[src/rtl/spi_pkg.sv]
// Shared SPI definitions for the master and the existing slave: FSM states,
// mode constants, default word width and a counter-width helper.
package spi_pkg;

  // Mode 0: SCLK idles low, data captured on the rising edge.
  localparam int unsigned SPI_CPOL       = 0;
  localparam int unsigned SPI_CPHA       = 0;
  localparam int unsigned SPI_DATA_WIDTH = 8;

  typedef enum logic [2:0] {
    IDLE,
    LEAD,
    HIGH,
    LOW,
    TRAIL
  } spi_state_e;

  // Width of a counter covering 0..n-1, never narrower than one bit.
  function automatic int unsigned cnt_width(input int unsigned n);
    return (n > 1) ? $clog2(n) : 1;
  endfunction

endpackage

[src/rtl/spi_master_if.sv]
// Handshake and serial-pin bundle between control logic and spi_master.
interface spi_master_if
  import spi_pkg::*;
#(
  parameter int unsigned DATA_WIDTH = SPI_DATA_WIDTH
);

  logic                  start;
  logic [DATA_WIDTH-1:0] tx_data;
  logic [DATA_WIDTH-1:0] rx_data;
  logic                  busy;
  logic                  done;
  logic                  SCLK;
  logic                  SS;
  logic                  MOSI;
  logic                  MISO;

  modport master (
    input  start, tx_data, MISO,
    output rx_data, busy, done, SCLK, SS, MOSI
  );

  modport slave (
    output start, tx_data, MISO,
    input  rx_data, busy, done, SCLK, SS, MOSI
  );

endinterface

[src/rtl/spi_master_clkgen.sv]
// SCLK half-period divider: tick_o is high in the last CLK cycle of each
// CLK_DIV-cycle phase. clr_i restarts the phase on start acceptance.
module spi_master_clkgen
  import spi_pkg::*;
#(
  parameter int unsigned CLK_DIV = 2
) (
  input  logic CLK,
  input  logic RESET,
  input  logic clr_i,
  output logic tick_o
);

  localparam int unsigned CW = cnt_width(CLK_DIV);
  localparam logic [CW-1:0] LastCnt = CW'(CLK_DIV - 1);

  logic [CW-1:0] div_cnt_q, div_cnt_d;

  assign tick_o = (div_cnt_q == LastCnt);

  // Count up, wrapping at CLK_DIV-1; a clear wins over counting.
  always_comb begin
    div_cnt_d = div_cnt_q + 1'b1;
    if (clr_i || tick_o) begin
      div_cnt_d = '0;
    end
  end

  // Divide counter register with synchronous reset.
  always_ff @(posedge CLK) begin
    if (RESET) begin
      div_cnt_q <= '0;
    end else begin
      div_cnt_q <= div_cnt_d;
    end
  end

endmodule

[src/rtl/spi_master.sv]
// Mode-0, MSB-first SPI master exchanging one DATA_WIDTH-bit word per start.
// Optional back-to-back bursts with SS held low: define SPI_MASTER_BURST_EN.
module spi_master
  import spi_pkg::*;
#(
  parameter int unsigned DATA_WIDTH = SPI_DATA_WIDTH,
  parameter int unsigned CLK_DIV    = 2
) (
  input  logic         CLK,
  input  logic         RESET,
  spi_master_if.master bus
);

  localparam int unsigned BW = $clog2(DATA_WIDTH);
  localparam logic [BW-1:0] LastBit = BW'(DATA_WIDTH - 1);
  localparam logic SclkIdle = SPI_CPOL[0];

  spi_state_e            state_q, state_d;
  logic [DATA_WIDTH-1:0] tx_shift_q, tx_shift_d;
  logic [DATA_WIDTH-1:0] rx_shift_q, rx_shift_d;
  logic [DATA_WIDTH-1:0] rx_data_q, rx_data_d;
  logic [BW-1:0]         bit_cnt_q, bit_cnt_d;
  logic                  sclk_q, sclk_d;
  logic                  ss_q, ss_d;
  logic                  mosi_q, mosi_d;
  logic                  busy_q, busy_d;
  logic                  done_q, done_d;
  logic                  accept;
  logic                  tick;

  spi_master_clkgen #(
    .CLK_DIV (CLK_DIV)
  ) u_clkgen (
    .CLK    (CLK),
    .RESET  (RESET),
    .clr_i  (accept),
    .tick_o (tick)
  );

  assign bus.SCLK    = sclk_q;
  assign bus.SS      = ss_q;
  assign bus.MOSI    = mosi_q;
  assign bus.busy    = busy_q;
  assign bus.done    = done_q;
  assign bus.rx_data = rx_data_q;

  // Next-state and registered-output logic; every phase lasts one tick period.
  always_comb begin
    state_d    = state_q;
    tx_shift_d = tx_shift_q;
    rx_shift_d = rx_shift_q;
    rx_data_d  = rx_data_q;
    bit_cnt_d  = bit_cnt_q;
    sclk_d     = sclk_q;
    ss_d       = ss_q;
    mosi_d     = mosi_q;
    busy_d     = busy_q;
    done_d     = 1'b0;
    accept     = 1'b0;
    unique case (state_q)
      IDLE: begin
        if (bus.start) begin
          accept     = 1'b1;
          tx_shift_d = bus.tx_data;
          bit_cnt_d  = '0;
          ss_d       = 1'b0;
          mosi_d     = bus.tx_data[DATA_WIDTH-1];
          busy_d     = 1'b1;
          state_d    = LEAD;
        end
      end
      // MISO is captured on the same edge that raises SCLK.
      LEAD, LOW: begin
        if (tick) begin
          sclk_d     = 1'b1;
          rx_shift_d = {rx_shift_q[DATA_WIDTH-2:0], bus.MISO};
          state_d    = HIGH;
        end
      end
      HIGH: begin
        if (tick) begin
          sclk_d = SclkIdle;
          if (bit_cnt_q == LastBit) begin
            state_d = TRAIL;
          end else begin
            tx_shift_d = tx_shift_q << 1;
            mosi_d     = tx_shift_q[DATA_WIDTH-2];
            bit_cnt_d  = bit_cnt_q + 1'b1;
            state_d    = LOW;
          end
        end
      end
      TRAIL: begin
        if (tick) begin
          rx_data_d = rx_shift_q;
          done_d    = 1'b1;
`ifdef SPI_MASTER_BURST_EN
          if (bus.start) begin
            // Chain the next word without releasing SS.
            accept     = 1'b1;
            tx_shift_d = bus.tx_data;
            bit_cnt_d  = '0;
            mosi_d     = bus.tx_data[DATA_WIDTH-1];
            state_d    = LEAD;
          end else begin
            ss_d    = 1'b1;
            busy_d  = 1'b0;
            mosi_d  = 1'b0;
            state_d = IDLE;
          end
`else
          ss_d    = 1'b1;
          busy_d  = 1'b0;
          mosi_d  = 1'b0;
          state_d = IDLE;
`endif
        end
      end
      default: state_d = IDLE;
    endcase
  end

  // State and output registers with synchronous reset.
  always_ff @(posedge CLK) begin
    if (RESET) begin
      state_q    <= IDLE;
      tx_shift_q <= '0;
      rx_shift_q <= '0;
      rx_data_q  <= '0;
      bit_cnt_q  <= '0;
      sclk_q     <= SclkIdle;
      ss_q       <= 1'b1;
      mosi_q     <= 1'b0;
      busy_q     <= 1'b0;
      done_q     <= 1'b0;
    end else begin
      state_q    <= state_d;
      tx_shift_q <= tx_shift_d;
      rx_shift_q <= rx_shift_d;
      rx_data_q  <= rx_data_d;
      bit_cnt_q  <= bit_cnt_d;
      sclk_q     <= sclk_d;
      ss_q       <= ss_d;
      mosi_q     <= mosi_d;
      busy_q     <= busy_d;
      done_q     <= done_d;
    end
  end

endmodule

[src/flat_wrapper.sv]
// flat-port wrapper written by rule: the top's interface ports become plain ports
module spi_master_flat import spi_pkg::*;
#(
  parameter int unsigned DATA_WIDTH = SPI_DATA_WIDTH,
  parameter int unsigned CLK_DIV    = 2
)
  (CLK, RESET, bus_start, bus_tx_data, bus_MISO, bus_rx_data, bus_busy, bus_done, bus_SCLK, bus_SS, bus_MOSI);
  spi_master_if #(.DATA_WIDTH(DATA_WIDTH)) bus_i ();
  input  logic CLK;
  input  logic RESET;
  input wire logic [$bits(bus_i.start)-1:0] bus_start;
  input wire logic [$bits(bus_i.tx_data)-1:0] bus_tx_data;
  input wire logic [$bits(bus_i.MISO)-1:0] bus_MISO;
  output wire logic [$bits(bus_i.rx_data)-1:0] bus_rx_data;
  output wire logic [$bits(bus_i.busy)-1:0] bus_busy;
  output wire logic [$bits(bus_i.done)-1:0] bus_done;
  output wire logic [$bits(bus_i.SCLK)-1:0] bus_SCLK;
  output wire logic [$bits(bus_i.SS)-1:0] bus_SS;
  output wire logic [$bits(bus_i.MOSI)-1:0] bus_MOSI;
  assign bus_i.start = bus_start;
  assign bus_i.tx_data = bus_tx_data;
  assign bus_i.MISO = bus_MISO;
  assign bus_rx_data = bus_i.rx_data;
  assign bus_busy = bus_i.busy;
  assign bus_done = bus_i.done;
  assign bus_SCLK = bus_i.SCLK;
  assign bus_SS = bus_i.SS;
  assign bus_MOSI = bus_i.MOSI;
  spi_master #(.DATA_WIDTH(DATA_WIDTH), .CLK_DIV(CLK_DIV)) u_core (.CLK(CLK), .RESET(RESET), .bus(bus_i));
endmodule
[config.mk]
export PLATFORM = sky130hd
export DESIGN_NAME = spi_master_flat
export DESIGN_NICKNAME = d
export VERILOG_FILES = /design/src/rtl/spi_pkg.sv /design/src/rtl/spi_master_if.sv /design/src/rtl/spi_master_clkgen.sv /design/src/rtl/spi_master.sv /design/src/flat_wrapper.sv
export SDC_FILE = /design/constraint.sdc
export NUM_CORES = 1
export LEC_CHECK = 0
export CAP_MARGIN = 20
export CORE_MARGIN = 1.5
export CORE_UTILIZATION = 50
export CTS_BUF_LIST = sky130_fd_sc_hd__clkbuf_16
export DETAILED_ROUTE_END_ITERATION = 16
export MAX_ROUTING_LAYER = met4
export PLACE_DENSITY = 0.76
export SLEW_MARGIN = 15
export SYNTH_ARGS = -nofsm -noshare
export SYNTH_HDL_FRONTEND = slang
export SYNTH_SLANG_ARGS = --single-unit
export TNS_END_PERCENT = 5
[constraint.sdc]
create_clock -name CLK -period 2.46 [get_ports CLK]
set_clock_uncertainty 0.15 [all_clocks]
set_input_delay 0.615 -clock CLK [delete_from_list [all_inputs] [get_ports CLK]]
set_output_delay 0.615 -clock CLK [all_outputs]
set_load 0.02 [all_outputs]
## Word-level counts from Yosys, hierarchy flattened

Cells that the tools add are included.
Widths: inputs -> output; s select.

| storage, ports and cells | value |
|---|---|
| flip-flop bits (word level) | 35 |
| input port bits | 12 |
| output and inout bits | 13 |
| word-level logic and storage cells | 68 |

| cells by class | value |
|---|---|
| add/sub/neg operators | 2 |
| equality and inequality tests | 10 |
| mux-type cells | 28 |
| bitwise operators | 1 |
| reduce and logical (&&, ||, !) cells | 16 |

Operator list:

| cell | number |
|---|---|
| $mux 3 | 8 |
| $mux 7 | 3 |
| $pmux 7 s2 | 1 |
| $pmux 3 s4 | 1 |
| $mux 1 | 10 |
| $ne 2x2->1 const B | 5 |
| $reduce_and 4->1 | 2 |
| $eq 3x2->1 const B | 2 |
| $eq 3x3->1 const B | 2 |
| $pmux 1 s2 | 3 |
| $pmux 3 s2 | 1 |
| $reduce_and 3->1 | 2 |
| $reduce_bool 2->1 | 3 |
| $reduce_or 2->1 | 3 |
| $reduce_and 5->1 | 1 |
| $reduce_and 2->1 | 2 |
| $add 3x1->3 const B | 1 |
| $eq 3x1->1 const B | 1 |
| $logic_not 3->1 | 1 |
| $pmux 1 s3 | 1 |
| $reduce_bool 3->1 | 1 |
| $add 1x1->1 const B | 1 |
| $logic_or 1x1->1 | 1 |
| $not 1->1 | 1 |

## Depth between registers and ports, before layout

Gate-level depths: netlist of run 1.

| depth | value |
|---|---|
| depth in word-level cells | 4 |
| gate-level depth with buffers | 7 |
| depth with buffers taken out | 6 |

## Modules after synthesis

From an unflattened synthesis of run 1, not the netlist that was laid out.

| second synthesis, totals | value |
|---|---|
| cells, all modules | 138 |
| area total of the unflattened synthesis | 1,477.7 µm² |

Modules (own cells, without submodules):

| module | times used | cells an instance | area each (µm²) | seq. area each (µm²) |
|---|---|---|---|---|
| spi_master | 1 | 136 | 1,447.6 | 680.7 |
| spi_master_clkgen | 1 | 2 | 30.0 | 20.0 |

## Worst setup path before layout of run 1

Ideal clock, no wire load.

| timing | value |
|---|---|
| path kind | flip-flop to flip-flop |
| start point | register u_core.bit_cnt_q[0] |
| end point | register u_core.tx_shift_q[6] |
| setup time | 0.079 ns |
| arrival time | 1.518 ns |
| data required time | 2.231 ns |
| path slack | 0.713 ns |
| stages on the path, launching flop included | 8 |
| path buffers | 1 |
| period minus slack after synthesis | 1.747 ns |
| path through | dfxtp_1 -> ha_1 -> ha_1 -> nand3b_1 -> a21boi_4 -> buf_6 -> nor2_1 -> a211oi_2 |

| on the way | value |
|---|---|
| cells in the longest elaborated chain, start to end | 3 |

Ends and longest elaborated chain:

| item | RTL line | text |
|---|---|---|
| start, declared | spi_master.sv:22 | `logic [BW-1:0] bit_cnt_q, bit_cnt_d;` |
| start signal, assigned | spi_master.sv:141 | `bit_cnt_q <= bit_cnt_d;` |
| $eq 3x3->1 | spi_master.sv:83 | `if (bit_cnt_q == LastBit) begin` |
| $ne 2x2->1 (no line) | -- |  |
| $reduce_and 4->1 (no line) | -- |  |
| end signal, assigned | spi_master.sv:138 | `tx_shift_q <= tx_shift_d;` |
| end, declared | spi_master.sv:19 | `logic [DATA_WIDTH-1:0] tx_shift_q, tx_shift_d;` |

Every way passes these cells.
A chain may end at the register's enable or synchronous reset.

## Worst setup path after layout of run 1

| timing | value |
|---|---|
| start point | register u_core.sclk_q, in the netlist u_core.bus.SCLK |
| end point | output bus_SCLK |

RTL lines:

| item | RTL line | text |
|---|---|---|
| start, declared | spi_master.sv:23 | `logic sclk_q, sclk_d;` |
| start signal, assigned | spi_master.sv:131 | `sclk_q <= SclkIdle;` |
| start signal, assigned | spi_master.sv:142 | `sclk_q <= sclk_d;` |
| end, declared | flat_wrapper.sv:17 | `output wire logic [$bits(bus_i.SCLK)-1:0] bus_SCLK;` |

No word-level cell between the ends.

==> flow_summary.yaml, run 1 <==
floorplanning:
  top_level_ports: 25
  die_area_sq_um: 3390
  floorplan.core_area_sq_um: 2830
  initial_utilization_pct: 53.9
  fp-row-count: 19
  die_height_um: 58.2
  dieWidth_um: 58.2
timing:
  final-hold-violation-count: 0
  setup_violations: 0
  hold_ws_ns: 0.297
  slew_viol_final: 0
  max-slew-margin-rel_pct: 50.7
  final.period_utilization_pct: 80.5
  final.min_clock_period_ns: 1.98
  timing.final.ws_setup_ns: 0.480
  totalNegativeSetupSlack_ns: 0
  grt_setup_unrepaired: "no"
  transition_at_the_pin_with_the_smallest_max_transition_slack_ns: 0.739
  max_clock_freq_mhz: 505
detailed_routing:
  drt-vias-per-instance: 5.66
  drtIter0Drc: 39
  post_drt_wl_per_cell_um: 13.3
  drc_errors_left: 0
  detail-route-antenna-nets: 0
  vias: 1205
  drt-total-wl_um: 2840
  drt-pass1-iter-count: 6
layout:
  share_of_cells_above_drive_strength_1_pct: 12.1
  final_util_pct: 68.8
  antennaDiodeCount: 0
  syn2layout_area_growth_pct: 27.6
  fill_cell_count: 224
  num-nets-final: 195
global_route:
  grt_util_all_layers_pct: 19.9
  total_overflow_reported_by_the_global_router: 0
  grt_first_pass_wirelength_um: 4880
  grt_antenna_before_repair: 0
  grt_start_max_net_pins: 22
  first_global_vias: 1113
placed_design:
  place_congestion: 0.813
  hpwl_detailed_um: 1930
  place_ws_ns: 0.260
  port_buffers: 24
clocking:
  cts-htree-levels: 2
  post_cts.repair.setup_buffers: 0
  cts_hold_buf: 0
  clk_latency_ns: 0.28
  clk_transition_reported_paths_ns: 0.05
  cts_resized: 0
  tritoncts_num_sinks: 35
  cts_inserted_buffers: 5
  clk_path_buf_depth: 2
  root_buffer: "sky130_fd_sc_hd__clkbuf_16"
  cts_tree: "built"
pwr:
  fin_total_pwr_mw: 1.62
  max-vdd-ir-drop_uv: 584
  power_density_nw_per_um2: 832
  power.leakage_nw: 0.726
worst_setup_path:
  crit_path_end_kind: "output port"
  critical_path_buf_inv_count: 1
  critPathRequiredTime_ns: 1.69
  timing_worst_setup_path_type: "reg2out"
  worstPathArrival_ns: 1.21
  timing.critical_path.slowest_stage_cell: "sky130_fd_sc_hd__clkdlybuf4s50_1"
  crit_path_max_incr_delay_ns: 0.61
  sequence_of_cells_on_the_critical_path: "clkdlybuf4s50_1"
  crit_path_start_kind: "flip-flop"
  worst-path-max-fanout: 2
  cell_class_contributing_the_biggest_share_of_worst_path_delay: "buffers and inverters"
status:
  status: "completed"
min_path:
  worst_hold_path_type: "reg2reg"
logic_synthesis:
  yosys.cell_types.count: 35
  ys_ff_latch: 35
  synthesis.nets: 172
  syn_inst: 158
  synth.avg_cell_area_sq_um: 9.65
  synth.yosys.seq_area_share_pct: 45.9
  synthesis.area_sq_um: 1530
  yosysWarningCount: 0
flow_run:
  max_cap_viol_count: 0
area by class of cell:
cell class              instances  area [sq um]  share of cell area [%]
flip-flops and latches         35           701                    36.0
repair buffers                 28           270                    13.9
clock inverters                 3          63.8                    3.28
well taps                      31          38.8                    1.99
clock buffers                   5           125                    6.43
multi-input cells             111           747                    38.4
per-stage QoR:
stage                     cell area [sq um]  cells
final                                  1950    213
after global routing                   1950    213
after CTS                              1950    213
after detailed placement               1760    205
after global placement                 1760    205
after floorplan                        1530    158
cell usage after synthesis, drive strengths merged:
cell    instances  area share, %
nand2b          4            1.6
or2             1           0.41
o21ai           1           0.33
clkbuf          3           0.74
nand2          18            4.4
nor4            1           0.41
o32ai           1            1.1
a21boi          1            1.2
nand3           8            2.6
nor3b           4            2.3
o21ba           1           0.66
nor3            4            2.1
ha              2            1.6
a21oi          13            4.3
a22oi           1           0.49
a22o            9            5.2
nor2b           1           0.41
o21bai          1           0.49
a211oi          8            4.9
o22ai           1           0.41
o21a            1           0.49
a31oi           3            1.6
nand3b          3            2.3
nor2           15            3.7
dfxtp          35             46
mux2i           9            5.9
buf             9            4.3
cells in the final DEF, fill, tap and decap left out, drive strengths merged, types with 2 or more instances in the layout:
cell type and instances:
dfxtp 35, clkdlybuf4s50 24, nand2 18, nor2 15, a21oi 13, mux2i 9
a22o 9, nand3 8, a211oi 8, clkbuf 5, nand2b 4, buf 4
nor3 4, nor3b 4, nand3b 3, a31oi 3, ha 2, bufinv 2
registers in the layout (all words and copies together) (netlist names):
signal / cells
u_core.bit_cnt_q: 3
u_core.bus.busy: 1
u_core.u_clkgen.tick_o: 1
u_core.bus.SS: 1
u_core.tx_shift_q: 7
u_core.bus.rx_data: 8
u_core.bus.done: 1
u_core.state_q: 3
u_core.rx_shift_q: 8
u_core.bus.MOSI: 1
u_core.bus.SCLK: 1
where the power goes:
group | internal (mW) | total [mW] | switching, mW | leakage, nW
clock network | 0.576 | 0.798 | 0.222 | 0.0952
registers | 0.596 | 0.636 | 0.0397 | 0.285
logic | 0.0911 | 0.184 | 0.0932 | 0.346
logic make-up after synthesis:
logic type | Yosys count | share of synthesized area [%]
simple gates | 59 | 20.3
buf+inv | 12 | 5.09
mux | 9 | 5.91
flops | 35 | 45.9
compound gates | 41 | 21.2
fa+ha+maj | 2 | 1.64
worst paths after layout:
| check | depth (start not counted) | start | end | slack, ns |
|---|---|---|---|---|
| setup / recovery | 1 | u_core.bus.SCLK | bus_SCLK | 0.48 |
| hold / removal | 2 | u_core.bus.SS | u_core.bus.SS | 0.30 |
| setup reg to reg | 6 | u_core.bit_cnt_q[0] | u_core.tx_shift_q[3] | 0.48 |
| hold reg to reg | 2 | u_core.bus.SS | u_core.bus.SS | 0.30 |
layer usage:
layer  GRT usage [%]  share of wire (%)  up-vias  wire, um
met4            6.98               0.95        0        27
li1                -                  -      615         -
met2            32.0                 49       24      1390
met1            22.3                 45      561      1290
met3            8.04                4.5        5       128
met5               -                  0        -         0
Power figures use the tool's default switching activity.
==> run 2: changes to the inputs <==
CORE_UTILIZATION = 47   (was 50)
PLACE_DENSITY = 0.74   (was 0.76)
clock period = 1.8 ns   (was 2.46 ns; I/O delays follow)
==> flow_summary.yaml, run 2 (synthesis results as in run 1) <==
timing:
  final.period_utilization_pct: 95.8
  slew_viol_final: 0
  grt_setup_unrepaired: "no"
  max-slew-margin-rel_pct: 76.1
  setup_violations: 0
  max_clock_freq_mhz: 580
  final.min_clock_period_ns: 1.73
  final-hold-violation-count: 0
  transition_at_the_pin_with_the_smallest_max_transition_slack_ns: 0.356
layout:
  layout_commonest_cell: "sky130_fd_sc_hd__dfxtp_1"
  num-nets-final: 204
  final_util_pct: 65.4
  post_layout_nonfiller_instances: 235
  antennaDiodeCount: 0
  most-common-layout-cells: "sky130_fd_sc_hd__dfxtp_1, sky130_fd_sc_hd__nand2_1, sky130_fd_sc_hd__nor2_1"
  share_of_cells_above_drive_strength_1_pct: 17.8
  syn2layout_area_growth_pct: 32.0
  fill_cell_count: 263
pwr:
  netSwitchingPower_mw: 0.486
  pwr-share-clk_pct: 45.0
  fin_total_pwr_mw: 2.09
  power.sequential.fraction_pct: 40.3
  power.leakage_nw: 0.828
  power.share.combinational_pct: 14.7
  p_sw_share_pct: 23.2
  power_density_nw_per_um2: 1040
  max-vdd-ir-drop_uv: 696
  internal_power_mw: 1.61
placed_design:
  post-place-cells: 227
  place_congestion: 0.805
  port_buffers: 24
  hpwl_detailed_um: 2130
worst_setup_path:
  timing_worst_setup_path_type: "reg2reg"
  critPathRequiredTime_ns: 1.84
  worstPathArrival_ns: 1.77
  r2r_cells: 7
  critical_path.reg2reg.endpoint: "u_core.tx_shift_q[3]"
  worst-r2r-setup-slack_ns: 0.07
  crit_path_end_kind: "flip-flop"
  regToRegStartpoint: "u_core.bit_cnt_q[0]"
  crit_path_start_kind: "flip-flop"
  worst-path-max-fanout: 16
clocking:
  root_buffer: "sky130_fd_sc_hd__clkbuf_16"
  post_cts.repair.setup_buffers: 0
  cts_inserted_buffers: 5
  cts_tree: "built"
  tritoncts_num_sinks: 35
  clk_path_buf_depth: 2
  cts-htree-levels: 2
  clk_latency_ns: 0.28
  clk_transition_reported_paths_ns: 0.05
detailed_routing:
  detail-route-antenna-nets: 0
  vias: 1234
  drt-vias-per-instance: 5.25
  drc_errors_left: 0
  drtIter0Drc: 77
  post_drt_wl_per_cell_um: 13.0
  drt-pass1-iter-count: 4
  drt-total-wl_um: 3050
floorplanning:
  dieWidth_um: 60.0
  fp-row-count: 20
  initial_utilization_pct: 49.6
  die_height_um: 60.0
  die_area_sq_um: 3600
  floorplan.core_area_sq_um: 3080
  top_level_ports: 25
min_path:
  whs_endpoint: "u_core.bus.SS"
  timing.hold.worst.start: "u_core.bus.SS"
  whs_path_depth: 2
  worst_hold_path_type: "reg2reg"
global_route:
  first_global_vias: 1158
  grt_antenna_before_repair: 0
  grt_start_max_net_pins: 22
  total_overflow_reported_by_the_global_router: 0
  grt_first_pass_wirelength_um: 5290
  grt_util_all_layers_pct: 20.9
status:
  status: "completed"
flow_run:
  max_cap_viol_count: 0
-- run 2: power by group through the flow --
stage	Sequential, mW	Combinational (mW)	Clock (mW)
global route	0.847	0.339	0.995
CTS	0.843	0.306	0.965
finish	0.843	0.308	0.941
detailed placement	0.859	0.311	0
global placement	0.858	0.301	0
floorplan	0.862	0.205	0
-- run 2: critical path, cell delays in order (launching register included) --
cell	delay [ns]
sky130_fd_sc_hd__dfxtp_1	0.32
sky130_fd_sc_hd__ha_1	0.20
sky130_fd_sc_hd__ha_2	0.17
sky130_fd_sc_hd__nand3b_1	0.20
sky130_fd_sc_hd__a21boi_4	0.19
sky130_fd_sc_hd__buf_12	0.16
sky130_fd_sc_hd__nor2_1	0.05
sky130_fd_sc_hd__a211oi_1	0.20
-- run 2: routing by layer --
metal	share of wire (%)	global-route usage, %
met1	46	25.9
met2	48	30.4
met3	4.3	5.84
met4	1.9	11.4
met5	0	-
-- run 2: layout make-up --
type | instances | area, sq um | area share [%]
Tap cell | 44 | 55.1 | 2.73
Timing Repair Buffer | 37 | 338 | 16.8
Clock inverter | 3 | 38.8 | 1.93
Multi-Input combinational cell | 111 | 754 | 37.5
Sequential cell | 35 | 702 | 34.9
Clock buffer | 5 | 125 | 6.22
-- run 2: worst max-delay path by stage --
stage | slack [ns] | startpoint | cells after the start | endpoint
floorplan | 0.05 | u_core.bit_cnt_q[0] | 7 | u_core.tx_shift_q[6]
global route | 0.005 | u_core.bit_cnt_q[0] | 7 | u_core.tx_shift_q[4]
CTS | 0.01 | u_core.bit_cnt_q[0] | 7 | u_core.tx_shift_q[1]
finish | 0.07 | u_core.bit_cnt_q[0] | 7 | u_core.tx_shift_q[3]
global placement | -0.05 | bus_start | 6 | u_core.tx_shift_q[1]
detailed placement | -0.11 | bus_start | 6 | u_core.tx_shift_q[1]
-- run 2: metrics by stage --
step / hold WS, ns / setup slack [ns] / TNS, ns / cell area (sq um)
4_1_cts: 0.292 / 0.0124 / 0 / 2000
2_1_floorplan: 0.287 / 0.0527 / 0 / 1530
5_1_grt: 0.329 / 0.00536 / 0 / 2010
6_report: 0.286 / 0.0749 / 0 / 2010
3_5_place_dp: 0.286 / -0.110 / -0.799 / 1850
3_3_place_gp: 0.282 / -0.0499 / -0.322 / 1850
-- run 2: what timing repair did --
item	4_1_cts	5_1_grt
pin swaps	0	1
gates resized for setup	12	4
hold buffers	0	0
hold endpoints to repair	0	0
endpoints found under the setup margin	12	9
==> run 3: changes to the inputs <==
GPL_TIMING_DRIVEN = 0   (was not set)
==> flow_summary.yaml, run 3 (synthesis results as in run 1) <==
status:
  status: "completed"
floorplanning:
  top_level_ports: 25
  initial_utilization_pct: 49.6
  dieWidth_um: 60.0
  die_area_sq_um: 3600
  floorplan.core_area_sq_um: 3080
  die_height_um: 60.0
  fp-row-count: 20
clocking:
  clk_transition_reported_paths_ns: 0.05
  cts_inserted_buffers: 5
  tritoncts_num_sinks: 35
  root_buffer: "sky130_fd_sc_hd__clkbuf_16"
  clk_path_buf_depth: 2
  cts-htree-levels: 2
  clk_latency_ns: 0.28
  cts_tree: "built"
  cts_hold_buf: 0
global_route:
  most_crowded_layer_after_global_routing: "met2"
  grt_start_max_net_pins: 13
  groute.layer.met2.usage_pct: 33.5
  met1_demand_to_capacity_share_in_global_routing_pct: 29.6
  grt_util_met3_pct: 5.63
  grt_first_pass_wirelength_um: 5870
  grt_util_all_layers_pct: 23.2
  total_overflow_reported_by_the_global_router: 0
  grt_antenna_before_repair: 0
  first_global_vias: 1251
timing:
  totalNegativeSetupSlack_ns: 0
  final.period_utilization_pct: 96.4
  hold_ws_ns: 0.286
  final.min_clock_period_ns: 1.73
  timing.final.ws_setup_ns: 0.0656
  final-hold-violation-count: 0
  setup_violations: 0
  max_clock_freq_mhz: 577
  max-slew-margin-rel_pct: 59.4
  slew_viol_final: 0
  transition_at_the_pin_with_the_smallest_max_transition_slack_ns: 0.609
detailed_routing:
  drt-total-wl_um: 3540
  drt-vias-per-instance: 5.55
  drc_errors_left: 0
  vias: 1326
  post_drt_wl_per_cell_um: 14.8
  drt-pass1-iter-count: 4
  detail-route-antenna-nets: 0
  drtIter0Drc: 54
layout:
  post_layout_nonfiller_instances: 239
  fill_cell_count: 269
  fin_area_sq_um: 2050
  layout_commonest_cell: "sky130_fd_sc_hd__dfxtp_1"
  syn2layout_area_growth_pct: 34.4
  num-nets-final: 208
  antennaDiodeCount: 0
  share_of_cells_above_drive_strength_1_pct: 18.5
  most-common-layout-cells: "sky130_fd_sc_hd__dfxtp_1, sky130_fd_sc_hd__nand2_1, sky130_fd_sc_hd__nor2_1"
  final_util_pct: 66.6
worst_setup_path:
  timing.critical_path.to: "u_core.tx_shift_q[5]"
  worst-path-max-fanout: 6
  worstPathArrival_ns: 1.72
  crit_path_start_kind: "flip-flop"
  critPathRequiredTime_ns: 1.79
  worst-r2r-setup-slack_ns: 0.07
  regToRegStartpoint: "u_core.bit_cnt_q[1]"
  r2r_cells: 7
  timing_worst_setup_path_type: "reg2reg"
  critPathLaunch: "u_core.bit_cnt_q[1]"
  crit_path_end_kind: "flip-flop"
  critical_path.reg2reg.endpoint: "u_core.tx_shift_q[5]"
pwr:
  power_density_nw_per_um2: 1040
  fin_total_pwr_mw: 2.13
  max-vdd-ir-drop_uv: 638
  power.leakage_nw: 0.849
placed_design:
  port_buffers: 23
  dpl_cell_area_sq_um: 1810
  hpwl_detailed_um: 2210
  place_ws_ns: -0.238
  post-place-cells: 225
  place_congestion: 0.786
flow_run:
  max_cap_viol_count: 0
min_path:
  worst_hold_path_type: "reg2reg"
[run 3: changes by cell type in the layout (fill, tap and decap cells not counted), moves of 2 or more]
| cell | previous run | this run |
|---|---|---|
| sky130_fd_sc_hd__ha_4 | 0 | 2 |
| sky130_fd_sc_hd__buf_4 | 12 | 8 |
| sky130_fd_sc_hd__buf_2 | 0 | 2 |
| sky130_fd_sc_hd__buf_6 | 0 | 4 |
| sky130_fd_sc_hd__clkbuf_1 | 0 | 3 |
[run 3: cell type report]
type                            instances  area, sq um  share of cell area (%)
Sequential cell                        35          702                    34.2
Multi-Input combinational cell        111          772                    37.7
Timing Repair Buffer                   29          274                    13.4
Clock buffer                            5          125                    6.10
Buffer                                 12         77.6                    3.79
Tap cell                               44         55.1                    2.69
Clock inverter                          3         43.8                    2.14
[run 3: routing by layer]
metal | wire (um) | part of all wire, %
met3 | 169 | 4.8
met4 | 80 | 2.3
met2 | 1740 | 49
met5 | 0 | 0
met1 | 1550 | 44
[run 3: where the power goes]
| group | switching [mW] | internal, mW | leakage [nW] |
|---|---|---|---|
| combinational | 0.175 | 0.148 | 0.480 |
| sequential | 0.0261 | 0.815 | 0.286 |
| clock | 0.316 | 0.652 | 0.0838 |
[run 3: timing repair]
item | 4_1_cts | 5_1_grt
setup buffers | 1 | 5
gates resized for setup | 13 | 9
pin swaps | 1 | 4
endpoints found under the setup margin | 18 | 11
[run 3: critical path, cell delays in order, from the launching register on]
cell	delay (ns)
sky130_fd_sc_hd__dfxtp_1	0.33
sky130_fd_sc_hd__ha_4	0.17
sky130_fd_sc_hd__ha_4	0.16
sky130_fd_sc_hd__nand3b_1	0.20
sky130_fd_sc_hd__a21boi_4	0.25
sky130_fd_sc_hd__buf_6	0.16
sky130_fd_sc_hd__buf_4	0.12
sky130_fd_sc_hd__a211oi_2	0.05
[run 3: worst min-delay path by stage]
stage / from / endpoint / cells past startpoint
floorplan: u_core.rx_shift_q[7] / u_core.rx_shift_q[7] / 2
global placement: u_core.bus.SS / u_core.bus.SS / 2
detailed placement: u_core.bus.SS / u_core.bus.SS / 2
CTS: u_core.bus.SS / u_core.bus.SS / 2
global route: u_core.rx_shift_q[4] / u_core.rx_shift_q[4] / 2
finish: u_core.bus.SS / u_core.bus.SS / 2
